<file path="src/rtl/axis_uart_fifo_bridge.sv">
// Full-duplex AXI-Stream <-> UART bridge: buffered TX serialiser, oversampling RX with error pulses.
// Define AXIS_UART_PARITY_EN to add an even-parity bit to every frame in both directions.
`timescale 1ns/1ps
module axis_uart_fifo_bridge #(
  parameter int DATA_BITS    = 8,
  parameter int CLKS_PER_BIT = 16,
  parameter int FIFO_DEPTH   = 4,
  parameter int STOP_BITS    = 1
) (
  input  logic                          clk,
  input  logic                          rst,
  input  logic [DATA_BITS-1:0]          s_axis_data,
  input  logic                          s_axis_valid,
  input  logic                          s_axis_last,
  output logic                          s_axis_ready,
  output logic                          uart_tx,
  input  logic                          uart_rx,
  output logic [DATA_BITS-1:0]          m_axis_data,
  output logic                          m_axis_valid,
  input  logic                          m_axis_ready,
  output logic [$clog2(FIFO_DEPTH):0]   tx_fifo_count,
  output logic                          tx_busy,
  output logic                          tx_last_done,
  output logic                          rx_frame_err,
  output logic                          rx_parity_err,
  output logic                          rx_overrun
);
  localparam int AW = $clog2(FIFO_DEPTH);
  localparam int CW = $clog2(CLKS_PER_BIT);
  localparam int BW = $clog2(DATA_BITS + 1);

  typedef enum logic [2:0] {T_IDLE, T_START, T_DATA, T_PAR, T_STOP} tx_state_t;
  typedef enum logic [2:0] {R_IDLE, R_START, R_DATA, R_PAR, R_STOP} rx_state_t;

  // ---------------- TX FIFO ----------------
  logic [DATA_BITS:0] mem [FIFO_DEPTH];
  logic [AW-1:0]      wr_ptr, rd_ptr;
  logic [AW:0]        count;
  logic               push, pop, fifo_empty;

  assign s_axis_ready  = rst & (count < (AW+1)'(FIFO_DEPTH));
  assign push          = s_axis_valid & s_axis_ready;
  assign fifo_empty    = (count == '0);
  assign tx_fifo_count = count;

  always_ff @(posedge clk) begin
    if (!rst) begin
      wr_ptr <= '0;
      rd_ptr <= '0;
      count  <= '0;
    end else begin
      if (push) wr_ptr <= wr_ptr + 1'b1;
      if (pop)  rd_ptr <= rd_ptr + 1'b1;
      case ({push, pop})
        2'b10:   count <= count + 1'b1;
        2'b01:   count <= count - 1'b1;
        default: ;
      endcase
    end
  end

  always_ff @(posedge clk) begin
    if (push) mem[wr_ptr] <= {s_axis_last, s_axis_data};
  end

  // ---------------- TX FSM ----------------
  tx_state_t            tx_state, tx_state_n;
  logic [CW-1:0]        tx_cnt, tx_cnt_n;
  logic [BW-1:0]        tx_idx, tx_idx_n;
  logic [DATA_BITS-1:0] tx_shift, tx_shift_n;
  logic                 tx_last, tx_last_n, tx_par, tx_par_n;
  logic                 tx_q, tx_bit, tx_bit_end, tx_load;

  always_comb begin
    tx_state_n   = tx_state;
    tx_idx_n     = tx_idx;
    tx_shift_n   = tx_shift;
    tx_last_n    = tx_last;
    tx_par_n     = tx_par;
    tx_load      = 1'b0;
    tx_last_done = 1'b0;
    tx_bit_end   = (tx_cnt == CW'(CLKS_PER_BIT - 1));
    tx_cnt_n     = (tx_state == T_IDLE || tx_bit_end) ? '0 : tx_cnt + 1'b1;
    case (tx_state)
      T_IDLE:  tx_load = !fifo_empty;
      T_START: if (tx_bit_end) tx_state_n = T_DATA;
      T_DATA: if (tx_bit_end) begin
        tx_shift_n = tx_shift >> 1;
        if (tx_idx == BW'(DATA_BITS - 1)) begin
          tx_idx_n = '0;
`ifdef AXIS_UART_PARITY_EN
          tx_state_n = T_PAR;
`else
          tx_state_n = T_STOP;
`endif
        end else begin
          tx_idx_n = tx_idx + 1'b1;
        end
      end
      T_PAR:   if (tx_bit_end) tx_state_n = T_STOP;
      T_STOP: if (tx_bit_end) begin
        if (tx_idx == BW'(STOP_BITS - 1)) begin
          tx_last_done = tx_last;
          tx_idx_n     = '0;
          if (fifo_empty) tx_state_n = T_IDLE;
          else            tx_load    = 1'b1;
        end else begin
          tx_idx_n = tx_idx + 1'b1;
        end
      end
      default: tx_state_n = T_IDLE;
    endcase
    // Back-to-back frames reload straight from STOP, so no idle gap is inserted.
    if (tx_load) begin
      tx_state_n              = T_START;
      tx_cnt_n                = '0;
      tx_idx_n                = '0;
      {tx_last_n, tx_shift_n} = mem[rd_ptr];
`ifdef AXIS_UART_PARITY_EN
      tx_par_n                = ^mem[rd_ptr][DATA_BITS-1:0];
`endif
    end
    pop = tx_load;
    case (tx_state_n)
      T_START: tx_bit = 1'b0;
      T_DATA:  tx_bit = tx_shift_n[0];
      T_PAR:   tx_bit = tx_par_n;
      default: tx_bit = 1'b1;
    endcase
  end

  // uart_tx is registered from the next-state decode so the line never glitches.
  always_ff @(posedge clk) begin
    if (!rst) begin
      tx_state <= T_IDLE;
      tx_cnt   <= '0;
      tx_idx   <= '0;
      tx_shift <= '0;
      tx_last  <= 1'b0;
      tx_par   <= 1'b0;
      tx_q     <= 1'b1;
    end else begin
      tx_state <= tx_state_n;
      tx_cnt   <= tx_cnt_n;
      tx_idx   <= tx_idx_n;
      tx_shift <= tx_shift_n;
      tx_last  <= tx_last_n;
      tx_par   <= tx_par_n;
      tx_q     <= tx_bit;
    end
  end

  assign uart_tx = tx_q;
  assign tx_busy = (tx_state != T_IDLE);

  // ---------------- RX ----------------
  rx_state_t            rx_state, rx_state_n;
  logic                 rx_s1, rx_s2, rx_prev;
  logic [CW-1:0]        rx_cnt, rx_cnt_n;
  logic [BW-1:0]        rx_idx, rx_idx_n;
  logic [DATA_BITS-1:0] rx_shift, rx_shift_n, m_data_q;
  logic                 rx_par, rx_par_n, rx_done, rx_bit_end;
  logic                 frame_bad, par_bad, rx_good, rx_ovr, rx_load;
  logic                 m_valid_q, ferr_q, perr_q, ovr_q;

  assign rx_bit_end = (rx_cnt == CW'(CLKS_PER_BIT - 1));

  always_comb begin
    rx_state_n = rx_state;
    rx_cnt_n   = rx_cnt + 1'b1;
    rx_idx_n   = rx_idx;
    rx_shift_n = rx_shift;
    rx_par_n   = rx_par;
    rx_done    = 1'b0;
    case (rx_state)
      R_IDLE: begin
        rx_cnt_n = CW'(1);  // the detection cycle is tick 0 of the start bit
        if (rx_prev && !rx_s2) rx_state_n = R_START;
      end
      R_START: if (rx_cnt == CW'(CLKS_PER_BIT / 2)) begin
        rx_cnt_n   = '0;
        rx_idx_n   = '0;
        rx_state_n = rx_s2 ? R_IDLE : R_DATA;
      end
      R_DATA: if (rx_bit_end) begin
        rx_cnt_n   = '0;
        rx_shift_n = {rx_s2, rx_shift[DATA_BITS-1:1]};
        if (rx_idx == BW'(DATA_BITS - 1)) begin
`ifdef AXIS_UART_PARITY_EN
          rx_state_n = R_PAR;
`else
          rx_state_n = R_STOP;
`endif
        end else begin
          rx_idx_n = rx_idx + 1'b1;
        end
      end
      R_PAR: if (rx_bit_end) begin
        rx_cnt_n   = '0;
        rx_par_n   = rx_s2;
        rx_state_n = R_STOP;
      end
      R_STOP: if (rx_bit_end) begin
        rx_cnt_n   = '0;
        rx_done    = 1'b1;
        rx_state_n = R_IDLE;
      end
      default: rx_state_n = R_IDLE;
    endcase
  end

  assign frame_bad = rx_done & ~rx_s2;
`ifdef AXIS_UART_PARITY_EN
  assign par_bad   = rx_done & rx_s2 & ((^rx_shift) ^ rx_par);
`else
  assign par_bad   = 1'b0;
`endif
  assign rx_good   = rx_done & rx_s2 & ~par_bad;
  assign rx_ovr    = rx_good & m_valid_q & ~m_axis_ready;
  assign rx_load   = rx_good & ~(m_valid_q & ~m_axis_ready);

  always_ff @(posedge clk) begin
    if (!rst) begin
      rx_s1     <= 1'b1;
      rx_s2     <= 1'b1;
      rx_prev   <= 1'b1;
      rx_state  <= R_IDLE;
      rx_cnt    <= '0;
      rx_idx    <= '0;
      rx_shift  <= '0;
      rx_par    <= 1'b0;
      m_data_q  <= '0;
      m_valid_q <= 1'b0;
      ferr_q    <= 1'b0;
      perr_q    <= 1'b0;
      ovr_q     <= 1'b0;
    end else begin
      rx_s1     <= uart_rx;
      rx_s2     <= rx_s1;
      rx_prev   <= rx_s2;
      rx_state  <= rx_state_n;
      rx_cnt    <= rx_cnt_n;
      rx_idx    <= rx_idx_n;
      rx_shift  <= rx_shift_n;
      rx_par    <= rx_par_n;
      if (rx_load) m_data_q <= rx_shift;
      m_valid_q <= rx_load | (m_valid_q & ~m_axis_ready);
      ferr_q    <= frame_bad;
      perr_q    <= par_bad;
      ovr_q     <= rx_ovr;
    end
  end

  assign m_axis_data   = m_data_q;
  assign m_axis_valid  = m_valid_q;
  assign rx_frame_err  = ferr_q;
  assign rx_parity_err = perr_q;
  assign rx_overrun    = ovr_q;
endmodule

</file>
<file path="config.mk">
export PLATFORM = sky130hd
export DESIGN_NAME = axis_uart_fifo_bridge
export DESIGN_NICKNAME = d
export VERILOG_FILES = /design/src/rtl/axis_uart_fifo_bridge.sv
export SDC_FILE = /design/constraint.sdc
export NUM_CORES = 1
export LEC_CHECK = 0
export CELL_PAD_IN_SITES_DETAIL_PLACEMENT = 1
export CELL_PAD_IN_SITES_GLOBAL_PLACEMENT = 1
export CORE_UTILIZATION = 40
export CTS_CLUSTER_DIAMETER = 150
export CTS_CLUSTER_SIZE = 10
export DETAILED_ROUTE_END_ITERATION = 8
export PLACE_DENSITY_LB_ADDON = 0.1
export RECOVER_POWER = 25
export SLEW_MARGIN = 20
export SYNTH_ARGS = -nofsm -noshare
export SYNTH_HDL_FRONTEND = slang
export SYNTH_SLANG_ARGS = --single-unit
</file>
<file path="constraint.sdc">
create_clock -name clk -period 3.2 [get_ports clk]
set_clock_uncertainty 0.1 [all_clocks]
set_input_delay 0.32 -clock clk [delete_from_list [all_inputs] [get_ports clk]]
set_output_delay 0.32 -clock clk [all_outputs]
set_load 0.02 [all_outputs]
</file>
-- After elaboration in Yosys (flattened, before gate mapping)
Memories as Yosys holds them, arrays and structs flattened. A register that Yosys moved wholly into a read port is not among the register bits.
Index checks and enable logic that the tools add are counted.
- flip-flop bits (word level): 61
- memory bits (writable): 36
- input port bits: 14
- word-level logic and storage cells: 141
- memories kept: 1
- add/subtract/negate cells: 8
- magnitude comparators: 1
- equal/unequal tests: 27
- mux-type cells: 47
- bitwise logic cells: 13
- reduce and logical (&&, ||, !) cells: 23
- memory list (name ; words ; width ; read ports ; clocked after memory_dff ; wr ports ; RTL line ; text):
    mem ; 4 ; 9 ; 1 ; 1 ; 1 ; 36 ; logic [DATA_BITS:0] mem [FIFO_DEPTH];
- operator list (cell ; count):
    2-to-1 mux 3 bit ; 14
    2-to-1 mux 4 bit ; 9
    one-hot mux 3 bit (5 select lines) ; 2
    2-to-1 mux 8 bit ; 3
    equality test 3 x 2 -> 1 bit, second input constant ; 6
    inequality test 2 bit, second input constant ; 9
    adder 4 x 1 -> 4 bit, second input constant ; 4
    one-hot mux 4 bit (2 select lines) ; 2
    equality test 4 bit, second input constant ; 3
    one-hot mux 4 bit (3 select lines) ; 1
    2-to-1 mux 1 bit ; 10
    nonzero test 2 bit ; 5
    equality test 3 x 1 -> 1 bit, second input constant ; 3
    zero test 3 bit ; 3
    AND 1 bit ; 8
    equality test 4 x 3 -> 1 bit, second input constant ; 2
    equality test 3 bit, second input constant ; 2
    2-to-1 mux 2 bit ; 3
    one-hot mux 3 bit (2 select lines) ; 1
    AND reduction 6 bit ; 1
    OR reduction 3 bit ; 2
    adder 2 x 1 -> 2 bit, second input constant ; 2
    zero test 4 bit ; 1
    NOT 1 bit ; 4
    other kinds (15) ; 19

-- Depth between registers and ports, before layout
- depth in word-level cells: 9
- gate-level depth with buffers: 13

-- Least setup slack after synthesis
Ideal clock, no wire load.
- path kind: reg-to-reg
- start point: register tx_state[0]
- end point: register count[2] (netlist: tx_fifo_count[2])
- setup time: 71 ps
- data arrival time: 2373 ps
- required time: 3029 ps
- path slack: 656 ps
- cell stages (with the launch flop): 12
- buffers on the path: 1
- period minus slack after synthesis: 2544 ps
- cell sequence: dfxtp_1 > or2_4 > or2_1 > a21o_1 > buf_6 > inv_2 > ha_1 > inv_1 > fa_1 > xor2_1 > or3_1 > a21oi_1
- word-level cells in the longest chain between the ends: 4
- elaborated cells on any way between the ends: 7
- classes of those cells: eq/ne (3); mux (2); reduce/logical (2)
- RTL lines (item ; RTL line ; text):
    start, declared ; 67 ; tx_state_t tx_state, tx_state_n;
    start signal, assigned ; 143 ; tx_state <= tx_state_n;
    equality test 3 bit / zero test 3 bit (equally long branches) ; 84 ; case (tx_state)
    one-hot mux 1 bit (2 select lines) * ; 84 ;
    equality test 2 x 1 -> 1 bit / equality test 2 bit (equally long branches) ; 54 ; case ({push, pop})
    one-hot mux 3 bit (2 select lines) / nonzero test 2 bit (equally long branches) ; n/a ;
    end signal, assigned ; 55 ; 2'b10: count <= count + 1'b1;
    end signal, assigned ; 56 ; 2'b01: count <= count - 1'b1;
    end, declared ; 38 ; logic [AW:0] count;
Mark *: on every way between the ends. The rest lies on a longest branch, timed or not.
A chain may end at the register's enable or synchronous reset.

-- Worst setup path after layout
- start point: register tx_idx[0]
- end point: output port tx_last_done
- word-level cells in the longest chain between the ends: 4
- RTL lines (item ; RTL line ; text):
    start, declared ; 69 ; logic [BW-1:0] tx_idx, tx_idx_n;
    start signal, assigned ; 145 ; tx_idx <= tx_idx_n;
    zero test 4 bit ; 102 ; if (tx_idx == BW'(STOP_BITS - 1)) begin
    2-to-1 mux 1 bit ; 102 ;
    2-to-1 mux 1 bit ; 101 ; T_STOP: if (tx_bit_end) begin
    2-to-1 mux 1 bit ; 84 ;
    end, declared ; 23 ; output logic tx_last_done,
Every way passes these cells.

==> results.cfg <==
[clock_tree]
cts_sinks = 99
h-tree-depth = 3
ctsHoldBuffers = 0
cts_buffers = 9
post_cts_buffers = 0
root_buffer = clkbuf_8
clk_path_buf_depth = 2
cts_tree = yes
clk_pin_slew_ns = 0.10
worstSkewPairLatency_ns = 0.38
ctsResizeCount = 0

[logic_synthesis]
avgSynthCellArea_um2 = 11.4
yosys_warnings = 0
syn-instance-count = 359
yosysSeqAreaShare_pct = 57.1
syn_area_um2 = 4100
syn_nets = 385
ys_ff_latch = 99
synthFlopType = dfxtp_1
synth_edf_count = 36
synth-async-reset-ratio_pct = 0
yosysUniqueCellTypes = 53

[placement]
hpwl_um = 5410
dp.cells = 511
io_buffer_count = 31
pre_cts_ws_ns = 0.530
place.gp.congestion = 0.747

[floorplan]
die_w_um = 103
die_h_um = 103
num_io_pins = 33
core_area_um2 = 9860
rows = 36
start_util_pct = 41.6
die-area_um2 = 10700

[run]
cap_violations = 0

[setup_path]
critPathCaptureType = primary output
worstPathRequired_ns = 2.78
cp_data_arrival_time_ns = 2.40
r2r_start = tx_idx[0]$_SDFFE_PP0P_
path_max_fanout = 4
crit_start = tx_idx[0]$_SDFFE_PP0P_
crit_path_start_kind = flop
critPathKind = flop to primary output

[route]
remaining_drc_errors = 0
initialDrtViolationCount = 68
vias = 2643
first_pass_iters = 4
post_drt_wl_per_cell_um = 14.7
routed_wl_um = 7760
ant_nets = 0
viasPerCell = 5.02

[sta]
worst-slew-pin-transition_ns = 0.842
worst_slack_ns = 0.380
rsz0062_at_grt = no
fin_crit_sh_pct = 88.1
slew_viol_final = 0
setup_violations = 0
relSlewSlack_pct = 43.9
fmax_mhz = 355
finalCriticalPeriod_ns = 2.82
hold_viol_final = 0
fin_tns_setup_ns = 0
hold_slack_ns = 0.336

[global_route]
grt_overflow = 0
grt_max_degree = 40
grt_pass1_vias = 2724
grt_pass1_wl_um = 13400
antenna_found_initial = 0
grt_use_total_pct = 17.0

[layout]
area_growth_pct = 15.6
drive_above_1_share_pct = 10.4
nets = 415
fin_cells = 527
fillers = 1059
antenna_cells = 0

[outcome]
status = finished clean

[hold_path]
hold_class = flop to flop
hp-start = rx_s1$_SDFF_PN1_

[power]
ir_drop_uv = 564
power_leakage_nw = 1.70
powerDensity_nw_per_um2 = 638
power.total_w = 0.00303
[state kept, by name (all words and copies together), names as in the netlist, 4 cells and up, named ones only]
register,cells
mem,36
rx_idx,4
tx_cnt,4
rx_shift,8
m_axis_data,8
tx_idx,4
tx_shift,8
rx_cnt,4
[cell usage after synthesis (3+ instances only)]
| master | count | area share, % |
|---|---|---|
| nand3_1 | 10 | 1.2 |
| ha_1 | 11 | 3.4 |
| nor3b_1 | 4 | 0.73 |
| mux4_2 | 9 | 4.9 |
| xnor2_1 | 5 | 1.1 |
| buf_2 | 3 | 0.37 |
| nand4_1 | 3 | 0.46 |
| a211oi_2 | 6 | 1.8 |
| xor2_1 | 5 | 1.1 |
| nand2_1 | 34 | 3.1 |
| o31ai_1 | 3 | 0.55 |
| nor3_1 | 5 | 0.61 |
| nor2_1 | 36 | 3.3 |
| o21ai_0 | 9 | 1.1 |
| inv_1 | 16 | 1.5 |
| edfxtp_1 | 36 | 26 |
| nand2b_1 | 7 | 1.1 |
| a21oi_1 | 20 | 2.4 |
| and3_1 | 8 | 1.2 |
| mux2i_1 | 19 | 4.6 |
| and2_1 | 4 | 0.61 |
| dfxtp_1 | 63 | 31 |
| clkbuf_1 | 7 | 0.64 |
[metal layers]
metal	wire, um	part of all wire (%)	up-vias	track usage, %
met3	312	4.0	11	5.91
met5	0	0	-	0
met2	3490	45	31	25.9
li1	-	-	1324	-
met1	3850	50	1277	22.7
met4	102	1.3	0	5.53
[worst max-delay path: stages (launching register included)]
cell and delay [ns]:
dfxtp_1 0.35, inv_1 0.07, ha_1 0.14, nor3b_1 0.26, nor3b_1 0.40, and3_1 0.22
clkdlybuf4s50_1 0.60
[final cells by class]
class	count	area, um^2	area share (%)
well taps	133	166	3.51
clock inverters	6	72.6	1.53
inverters	17	63.8	1.35
clock buffers	10	149	3.14
multi-input cells	227	1610	34.0
flip-flops and latches	99	2340	49.4
repair buffers	35	337	7.10
[worst paths after layout]
path | slack, ns | cells after the start | endpoint
max | 0.38 | 6 | tx_last_done
min reg2reg | 0.34 | 1 | rx_s2$_SDFF_PN1_
min | 0.34 | 1 | rx_s2$_SDFF_PN1_
max reg2reg | 0.52 | 12 | tx_fifo_count[2]$_SDFFE_PN0P_
[power by group]
part / switching [W] / internal (W) / total (W)
clock: 0.000490 / 0.000358 / 0.000848
combinational: 0.000347 / 0.000304 / 0.000652
sequential: 0.000102 / 0.00142 / 0.00153
[per-stage QoR]
step	util, %	instance area [um^2]
6_report	48.1	4740
5_1_grt	48.1	4740
4_1_cts	48.1	4750
3_5_place_dp	45.9	4530
3_3_place_gp	45.9	4530
2_1_floorplan	-	4100
[cells in the final DEF (no fill, tap or decap), types with 8 or more instances in the layout]
cell type        instances
clkdlybuf4s50_1         21
nor2_1                  36
ha_1                    11
o21ai_0                  9
dfxtp_1                 63
dlygate4sd3_1           10
nand2_1                 34
mux4_2                   9
and3_1                   8
edfxtp_1                36
mux2i_1                 19
nand3_1                 10
inv_1                   16
a21oi_1                 20
clkbuf_8                 9
[cell families (layout without fill, tap and decap cells)]
family          after synthesis  in the layout  synth area share (%)
mux                          29             29                  9.94
fa+ha+maj                    12             12                  3.84
xor+xnor                     10             10                  2.13
compound gates               50             50                  8.11
flops                        99             99                  57.1
buf+inv                      33             68                  3.63
simple gates                125            125                  15.2
other cells                   1              1                0.0914
Power figures use the tool's default switching activity.
==> patch (same flow settings) <==
Register the output `tx_fifo_count` once more, with the module's reset; this adds one clock of latency there. The other outputs are not delayed to match.
--- a/src/rtl/axis_uart_fifo_bridge.sv
+++ b/src/rtl/axis_uart_fifo_bridge.sv
@@ -41,7 +41,13 @@
   assign s_axis_ready  = rst & (count < (AW+1)'(FIFO_DEPTH));
   assign push          = s_axis_valid & s_axis_ready;
   assign fifo_empty    = (count == '0);
-  assign tx_fifo_count = count;
+  always_ff @(posedge clk) begin
+    if (!rst) begin
+      tx_fifo_count <= '0;
+    end else begin
+      tx_fifo_count <= count;
+    end
+  end
 
   always_ff @(posedge clk) begin
     if (!rst) begin
Formal check against the unedited RTL: not equivalent (Yosys sat finds a counterexample within 4 cycles, from zero or initial values and one cycle with rst low).
==> patch against the original RTL <==
Count of clock-buffer cells in the layout down 1; routed wire length up 3.2%; global-route usage down 1.2 points; sequential cell count up 3; setup slack worse by 55 ps; synthesized area up 1.8%; non-clock buffer count down 1; clock power down 4.7%; sequential share of layout area up 0.82 points; first-iteration DRC count up 21%; die area up 1.8%; critical endpoint unchanged; cell area up 0.90%; critical path type unchanged; power about the same.
==> patch: results (changes against the original RTL) <==
via count: 2630 (-0.49%)
routability cong.: 0.7370 (-1.4%)
Synth Area in Compound Gates: 7.966% (-0.14 points)
worst-margin pin slew: 827.5 ps (-14.57 ps)
sequential area share after synthesis: 57.50% (+0.43 points)
DR WL met2: 3.856 mm (+11%)
final net count: 420 (+1.2%)
GRT Total Usage: 15.78% (-1.2 points)
worst vdd ir: 0.3342 mV (-41%)
Clk network pwr share: 26.7% (-1.3 points)
wl on met1: 3.840 mm (-0.36%)
Place WS: 485.5 ps (-44.98 ps)
count of different cell masters after synthesis: 54 (+1.9%)
M3 GR Usage: 3.321% (-2.6 points)
DP Wirelength: 5.627 mm (+4.0%)
Synth area leaders: dfxtp_1 (32%), edfxtp_1 (26%), mux4_2 (4.9%)
vias in the first global route: 2750 (+0.95%)
Leak: 0.001712 uW (+0.61%)
Adder-Cell Fraction of Synth Area: 3.774% (-0.068 points)
worst path arrival time: 2460 ps (+60 ps)
internal power: 2081 uW (-0.29%)
Fmax: 0.3478 GHz (-1.9%)
status: completed
routed wl met3: 208 um (-33%)
drt initial violations: 82 (+21%)
comb pwr: 644 uW (-1%)
syn nets: 391 (+1.6%)
met1 Use GR: 20.14% (-2.6 points)
-- patch: layout make-up --
type,count,area [sq um]
flip-flops and latches,102,2402
well taps,133,166.4
fillers,1074,5169
clock inverters,7,73.82
clock buffers,9,123.9
repair buffers,34,329.1
inverters,17,63.81
multi-input cells,230,1627
-- patch: how the worst min path moves through the flow --
stage          startpoint    end  slack (ps)
6_report            rx_s1  rx_s2         320
5_1_grt             rx_s1  rx_s2         350
4_1_cts             rx_s1  rx_s2         330
3_5_place_dp        rx_s1  rx_s2         300
3_3_place_gp        rx_s1  rx_s2         300
2_1_floorplan       rx_s1  rx_s2         290
-- patch: through the flow --
| stage | total power, uW | hold WS [ps] | cells | area [sq um] |
|---|---|---|---|---|
| floorplan | 2089 | 286.3 | 365 | 4178 |
| global placement | 2248 | 296.6 | 516 | 4592 |
| detailed placement | 2266 | 297.6 | 516 | 4592 |
| CTS | 3073 | 325.1 | 532 | 4790 |
| global route | 3203 | 345.4 | 532 | 4786 |
| finish | 3029 | 319.8 | 532 | 4786 |
